--- src/rtl/hmc_rst_pkg.sv ---
// Shared types and default timing constants for the HMC reset sequencer.
package hmc_rst_pkg;

  typedef enum logic [2:0] {
    S_SYNC      = 3'd0,
    S_HOLD      = 3'd1,
    S_REL_HMC   = 3'd2,
    S_WAIT_LINK = 3'd3,
    S_RUN       = 3'd4
  } rst_state_e;

  localparam int unsigned HOLD_CYCLES_DEF = 16;
  localparam int unsigned USER_DELAY_DEF  = 8;
  localparam int unsigned WDOG_CYCLES_DEF = 1024;
  localparam int unsigned CNT_W_DEF       = 16;

  typedef struct packed {
    logic rst_n_hmc;
    logic rst_n_user;
    logic seq_done;
    logic soft_ack;
    logic wdog_trip;
  } rst_out_t;

  // Level outputs implied purely by the state that will be entered.
  function automatic rst_out_t levels_for(input rst_state_e s);
    rst_out_t o;
    o = '0;
    unique case (s)
      S_REL_HMC: o.rst_n_hmc = 1'b1;
      S_WAIT_LINK: begin
        o.rst_n_hmc  = 1'b1;
        o.rst_n_user = 1'b1;
      end
      S_RUN: begin
        o.rst_n_hmc  = 1'b1;
        o.rst_n_user = 1'b1;
        o.seq_done   = 1'b1;
      end
      default: o = '0;
    endcase
    return o;
  endfunction

endpackage

--- src/rtl/hmc_rst_sync.sv ---
// Two-flop reset synchronizer: asynchronous assert, deassert aligned to the clock.
module hmc_rst_sync (
  input  logic i_clk,
  input  logic i_rst_n,
  output logic o_rst_n_sync
);

  logic [1:0] r_sync;

  always_ff @(posedge i_clk or negedge i_rst_n) begin
    if (!i_rst_n) begin
      r_sync <= '0;
    end else begin
      r_sync <= {r_sync[0], 1'b1};
    end
  end

  assign o_rst_n_sync = r_sync[1];

endmodule

--- src/rtl/hmc_reset_sequencer.sv ---
// Sequences HMC/user resets from the raw board reset, with soft-reset re-run.
// Optional link-up watchdog enabled by defining HMC_RST_SEQ_WATCHDOG_EN.
module hmc_reset_sequencer
  import hmc_rst_pkg::*;
#(
  parameter int unsigned HOLD_CYCLES = HOLD_CYCLES_DEF,
  parameter int unsigned USER_DELAY  = USER_DELAY_DEF,
  parameter int unsigned WDOG_CYCLES = WDOG_CYCLES_DEF,
  parameter int unsigned CNT_W       = CNT_W_DEF
) (
  input  logic       clk_hmc,
  input  logic       res_n_hmc,
  input  logic       soft_rst_req,
  input  logic       link_up,
  output logic       rst_n_hmc_out,
  output logic       rst_n_user_out,
  output logic       soft_rst_ack,
  output logic       seq_done,
  output logic       wdog_trip,
  output logic [2:0] state_o
);

  if ((HOLD_CYCLES < 1) || (USER_DELAY < 1) || (WDOG_CYCLES < 1) ||
      ((HOLD_CYCLES >> CNT_W) != 32'd0) || ((USER_DELAY >> CNT_W) != 32'd0) ||
      ((WDOG_CYCLES >> CNT_W) != 32'd0)) begin : g_param_check
    $error("hmc_reset_sequencer: count parameter out of range for CNT_W");
  end

  localparam logic [CNT_W-1:0] HOLD_LAST = CNT_W'(HOLD_CYCLES - 1);
  localparam logic [CNT_W-1:0] USER_LAST = CNT_W'(USER_DELAY - 1);
`ifdef HMC_RST_SEQ_WATCHDOG_EN
  localparam logic [CNT_W-1:0] WDOG_LAST = CNT_W'(WDOG_CYCLES - 1);
`endif

  rst_state_e       r_state;
  rst_state_e       w_state_nxt;
  logic [CNT_W-1:0] r_cnt;
  logic [CNT_W-1:0] w_cnt_nxt;
  logic             w_soft_take;
  logic             w_wdog_take;
  logic             w_rst_n_sync;
  rst_out_t         r_out;
  rst_out_t         w_out_nxt;

  hmc_rst_sync u_sync (
    .i_clk        (clk_hmc),
    .i_rst_n      (res_n_hmc),
    .o_rst_n_sync (w_rst_n_sync)
  );

  always_ff @(posedge clk_hmc or negedge res_n_hmc) begin
    if (!res_n_hmc) begin
      r_state <= S_SYNC;
      r_cnt   <= '0;
    end else begin
      r_state <= w_state_nxt;
      r_cnt   <= w_cnt_nxt;
    end
  end

  always_comb begin
    w_state_nxt = r_state;
    w_cnt_nxt   = r_cnt;
    w_soft_take = 1'b0;
    w_wdog_take = 1'b0;
    if ((r_state != S_SYNC) && soft_rst_req) begin
      w_state_nxt = S_HOLD;
      w_cnt_nxt   = '0;
      w_soft_take = 1'b1;
    end else begin
      unique case (r_state)
        S_SYNC: begin
          w_cnt_nxt = '0;
          if (w_rst_n_sync) begin
            w_state_nxt = S_HOLD;
          end
        end
        S_HOLD: begin
          if (r_cnt == HOLD_LAST) begin
            w_state_nxt = S_REL_HMC;
            w_cnt_nxt   = '0;
          end else begin
            w_cnt_nxt = r_cnt + CNT_W'(1);
          end
        end
        S_REL_HMC: begin
          if (r_cnt == USER_LAST) begin
            w_state_nxt = S_WAIT_LINK;
            w_cnt_nxt   = '0;
          end else begin
            w_cnt_nxt = r_cnt + CNT_W'(1);
          end
        end
        S_WAIT_LINK: begin
          // link_up is tested first so it beats a timeout landing on the same edge
          if (link_up) begin
            w_state_nxt = S_RUN;
            w_cnt_nxt   = '0;
          end
`ifdef HMC_RST_SEQ_WATCHDOG_EN
          else if (r_cnt == WDOG_LAST) begin
            w_state_nxt = S_HOLD;
            w_cnt_nxt   = '0;
            w_wdog_take = 1'b1;
          end else begin
            w_cnt_nxt = r_cnt + CNT_W'(1);
          end
`endif
        end
        S_RUN: begin
          w_state_nxt = S_RUN;
        end
        default: begin
          w_state_nxt = S_SYNC;
          w_cnt_nxt   = '0;
        end
      endcase
    end
  end

  always_comb begin
    w_out_nxt           = levels_for(w_state_nxt);
    w_out_nxt.soft_ack  = w_soft_take;
    w_out_nxt.wdog_trip = w_wdog_take;
  end

  always_ff @(posedge clk_hmc or negedge res_n_hmc) begin
    if (!res_n_hmc) begin
      r_out <= '0;
    end else begin
      r_out <= w_out_nxt;
    end
  end

  assign rst_n_hmc_out  = r_out.rst_n_hmc;
  assign rst_n_user_out = r_out.rst_n_user;
  assign seq_done       = r_out.seq_done;
  assign soft_rst_ack   = r_out.soft_ack;
  assign wdog_trip      = r_out.wdog_trip;
  assign state_o        = r_state;

endmodule

--- config.mk ---
export PLATFORM = sky130hd
export DESIGN_NAME = hmc_reset_sequencer
export DESIGN_NICKNAME = d
export VERILOG_FILES = /design/src/rtl/hmc_rst_pkg.sv /design/src/rtl/hmc_rst_sync.sv /design/src/rtl/hmc_reset_sequencer.sv
export SDC_FILE = /design/constraint.sdc
export NUM_CORES = 1
export LEC_CHECK = 0
export ABC_AREA = 0
export CORE_MARGIN = 4
export CORE_UTILIZATION = 56
export CTS_CLUSTER_SIZE = 12
export DETAILED_ROUTE_END_ITERATION = 8
export PLACE_DENSITY_LB_ADDON = 0.08
export SLEW_MARGIN = 20
export SYNTH_ARGS = -nofsm -noshare
export SYNTH_HDL_FRONTEND = slang
export SYNTH_SLANG_ARGS = --single-unit
--- constraint.sdc ---
create_clock -name clk_hmc -period 2.05 [get_ports clk_hmc]
set_clock_uncertainty 0.05 [all_clocks]
set_input_delay 0.5125 -clock clk_hmc [delete_from_list [all_inputs] [get_ports clk_hmc]]
set_output_delay 0.5125 -clock clk_hmc [all_outputs]
set_load 0.01 [all_outputs]
### Word-level counts from Yosys, hierarchy flattened

Index checks and enable logic that the tools add are counted.

* register bits: 25

* $add $sub $neg: 1
* reductions and logical operators: 6
* multiplexer cells: 15
* eq/ne operators: 11

Operators with widths (number)
* $mux 16: 4
* $pmux 16 s4: 1
* $add 16x1->16 const B: 1
* $eq 16x3->1 const B: 1
* $eq 16x4->1 const B: 1
* $mux 3: 5
* $pmux 3 s5: 1
* $eq 3x2->1 const B: 4
* $eq 3x3->1 const B: 2
* $mux 1: 4
* $eq 3x1->1 const B: 1
* $logic_not 3->1: 1
* $ne 3x3->1 const B: 1
* $reduce_bool 3->1: 1
* $reduce_or 3->1: 1
* $ne 2x2->1 const B: 1
* $reduce_and 2->1: 1
* $reduce_or 2->1: 1
* $logic_and 1x1->1: 1

### Logic depth before layout (Yosys ltp)

* word-level depth: 7
* depth in mapped cells: 7

### Modules after synthesis

Synthesis repeated with hierarchy kept, for this count alone.

* cell total of the unflattened synthesis: 136
* area, all modules: 1336.3 µm²

Modules (own cells, without submodules)
* hmc_reset_sequencer: seq. area each 575.6 µm², times used 1, cells each 133, area each 1282.5 µm²
* hmc_rst_sync: seq. area each 50.0 µm², times used 1, cells each 3, area each 53.8 µm²

### Worst setup path after synthesis

Ideal clock, no wire load.

* path type: flip-flop to flip-flop
* start point: register r_cnt[5]
* end point: register r_cnt[7]
* setup time: 131 ps
* stages on the path, launching flop included: 8
* slack: 328 ps
* path buffers: 2
* period minus slack after synthesis: 1722 ps
* arrival: 1541 ps
* cell sequence: dfrtp_1 -> buf_6 -> nor4_2 -> nand4_1 -> a22o_1 -> buf_6 -> a41oi_1 -> a31oi_1

* word-level cells in the longest chain between the ends: 4

RTL lines
* from (decl): line hmc_reset_sequencer.sv:37 `logic [CNT_W-1:0] r_cnt;`
* from (signal assigned): line hmc_reset_sequencer.sv:57 `r_cnt <= w_cnt_nxt;`
* $add 16x1->16, or another cell as far along: line hmc_reset_sequencer.sv:83, hmc_reset_sequencer.sv:91
* $mux 16 (on tied branches): line hmc_reset_sequencer.sv:87, hmc_reset_sequencer.sv:79
* $pmux 16 s4 (*): line hmc_reset_sequencer.sv:71 `unique case (r_state)`
* $mux 16 (*): line hmc_reset_sequencer.sv:66 `if ((r_state != S_SYNC) && soft_rst_req) begin`

Every way passes the cells marked *; elsewhere a longest branch is shown, timed or not.
A chain may end at the register's enable or synchronous reset.

### Final worst setup path

* start point: register r_state[1] (netlist: state_o[1])
* end point: output state_o[1]

RTL lines
* from (decl): line hmc_reset_sequencer.sv:35 `rst_state_e r_state;`
* from (signal assigned): line hmc_reset_sequencer.sv:56 `r_state <= w_state_nxt;`
* to (decl): line hmc_reset_sequencer.sv:20 `output logic [2:0] state_o`

No word-level cell between the ends.

==> results.toml <==
[worst_setup_path]
max_stage_delay_ps = 580
r2r_start = "r_cnt[4]"
start_kind = "register"
cp.buffers_inverters = 1
reg2reg_to = "r_cnt[5]"
reg2reg_depth = 7
worstPathArrival_ps = 1420
path_class = "reg -> out"
crit_chain = "clkdlybuf4s50_1"
cp_slowest_cell = "clkdlybuf4s50_1"
cp.required_ps = 1490
critPathTopFamily = "buffers and inverters"
crit_path_end_kind = "output port"
cp_max_fo = 14
rrSetupSlack_ps = 70

[logic_synthesis]
ys_types = 45
ys_ff_latch = 25
syn_nets = 147
synth_top_family_by_area = "simple AND/OR/NAND/NOR gates"
synthAdderAreaFrac_pct = 0.8953
synth_mux_area_share_pct = 0
synth_ff_type = "dfrtp_1"
synth_compound_area_share_pct = 13.88
syn_area_um2 = 1398
syn_area_per_cell_um2 = 9.842
synthSimpleGateAreaFrac_pct = 29.01
async_flop_share_pct = 100.0
yosysWarningCount = 0
synth_cells = 142
synth_seq_area_share_pct = 44.76
synth_edf_count = 0
synth-xor-area-share_pct = 3.760

[power]
leakagePower_uw = 0.0007186
peakVddDrop_v = 0.0005919
powerDensity_nw_per_um2 = 553.6

[floorplan]
dieArea_um2 = 3359
core_area_um2 = 2297
fp-row-count = 17
die_h_um = 57.96
die_x_um = 57.96
start_util_pct = 60.84
pin_count = 12

[sta]
period_share_pct = 96.85
fmax_mhz = 503.7
slew_violations = 0
hold_ws_ps = 322.9
setup_viol = 0
setup_slack_ps = 64.58
hold_violations = 0
fin_crit_ps = 1985

[cts]
clk_pin_slew_worst_paths_ps = 130
cts_max_path_buffers = 2
cts_buffers = 3
cts_sinks = 25
tritoncts = "yes"
cts_root_buffer = "clkbuf_4"
htree_levels = 1
insertion_delay_ps = 320

[global_routing]
grt_util_met2_pct = 30.16
grt_max_degree = 26
grt_antenna_before_repair = 0
use_met3_pct = 2.673
grt_pass1_wl_um = 4864
grtUsageTotal_pct = 18.48
grt-ovfl-total = 0
grt_use_met1_pct = 24.82
top_usage_layer = "met2"
grt_pass1_vias = 1118

[drt]
drt-wirelength-per-cell_um = 15.44
post-route-drc-count = 0
drtPass1Iterations = 4
drt-total-wl_um = 2965
drtAntennaViolNets = 0
vias = 1123
drt_iter0_markers = 63
viasPerCell = 5.849

[min_path]
whs_path_depth = 0
worst_hold_path.endpoint = "u_sync.r_sync[1]"
worstHoldStart = "u_sync.r_sync[0]"
hold_class = "reg -> reg"

[cells_and_area]
final_common_cell = "dfrtp_1"
drive_gt1_share_pct = 23.78
fin_nets = 170
fill_cells = 183
area_growth_pct = 15.58
post-route-util_pct = 70.32
antenna_cells = 0
final_cell_mix = "22 x dfrtp_1, 15 x buf_4, 11 x nor2_1, 10 x clkdlybuf4s50_1, 9 x nand3_1"

[placed_design]
dp_slack_ps = -109.3
portBuffers = 10
gp_congestion = 0.8489
hpwlAfterDp_um = 2008

[run]
maxCapViolCount = 0

[outcome]
run_status = "finished clean"
[worst max-delay path by stage]
stage | end | cells after the start | from | slack [ps]
after floorplan | r_cnt[7] | 7 | r_cnt[5] | 330
after global placement | r_cnt[6] | 6 | soft_rst_req | -40
after detailed placement | r_cnt[6] | 6 | soft_rst_req | -110
after CTS | r_cnt[5] | 5 | r_cnt[8] | 50
after global routing | r_cnt[10] | 6 | r_cnt[4] | -10
final | state_o[1] | 1 | state_o[1] | 60
[layer usage]
layer  vias up  wire length [um]
met1       538              1302
met5         -                 0
met4         0                37
met2        29              1457
met3         6               167
li1        550                 -
[cells by family (layout without fill, tap and decap cells)]
group / Yosys count / in the layout
buffers and inverters: 15 / 37
other: 2 / 2
xor gates and xnor gates: 6 / 6
adders and majority gates: 1 / 1
DFF: 25 / 25
and+or+nand+nor: 63 / 63
AOI/OAI and AO/OA: 30 / 30
[cell usage after synthesis, types with 2 or more instances]
master   number  share of area (%)
a21o_1        4                2.1
a21oi_1       5                1.8
a31oi_1       2               0.90
and3_1        2               0.90
buf_4         3                1.6
buf_6         3                2.4
conb_1        2               0.54
dfrtp_1      25                 45
inv_1         8                2.1
nand2_1       7                1.9
nand3_1       9                3.2
nand4_1       5                2.2
nor2_1       11                3.0
nor3_1        4                1.4
nor3b_1       4                2.1
nor4_1        2               0.90
o21ai_0       8                2.9
o21ai_1       4                1.4
or3_1         4                1.8
xnor2_1       3                1.9
xor2_1        3                1.9
[worst register-to-register path, delay by kind of cell (launching register included)]
family / cells / cell delay, ps
buf+inv: 2 / 370
compound gates: 3 / 390
simple gates: 2 / 620
flops: 1 / 470
[what timing repair did]
item                                   CTS  global route
pin swaps                                0             3
hold buffers                             0             0
gates resized for setup                  3             2
setup endpoints to repair                3            17
endpoints found under the hold margin    0             0
setup buffers                            0             7
[state kept, by name, indices dropped and copies added, names as in the netlist]
signal          flops
rst_n_hmc_out       1
seq_done            1
rst_n_user_out      1
soft_rst_ack        1
r_cnt              16
u_sync.r_sync       2
state_o             3
[power by group]
group / switching, uW / internal (uW)
clock network: 149 / 73.1
registers: 34.6 / 521
logic: 58.9 / 58.1
total: 242 / 652
[final cells by class]
type	instances	area, um^2	share of cell area (%)
multi-input cells	102	680.7	42.14
clock inverters	1	5.005	0.3098
well taps	28	35.03	2.169
inverters	8	30.03	1.859
repair buffers	25	212.7	13.17
flip-flops and latches	25	629.4	38.96
clock buffers	3	22.52	1.394
[stage by stage]
step / area, um^2 / TNS, ps / cells / total power, uW
after floorplan: 1398 / 0 / 142 / 630.9
after global placement: 1523 / -367.3 / 181 / 665.2
after detailed placement: 1523 / -1126 / 181 / 669.7
after CTS: 1554 / 0 / 185 / 892.8
after global routing: 1615 / -36.74 / 192 / 941.2
final: 1615 / 0 / 192 / 894.3
Power figures use the tool's default switching activity.
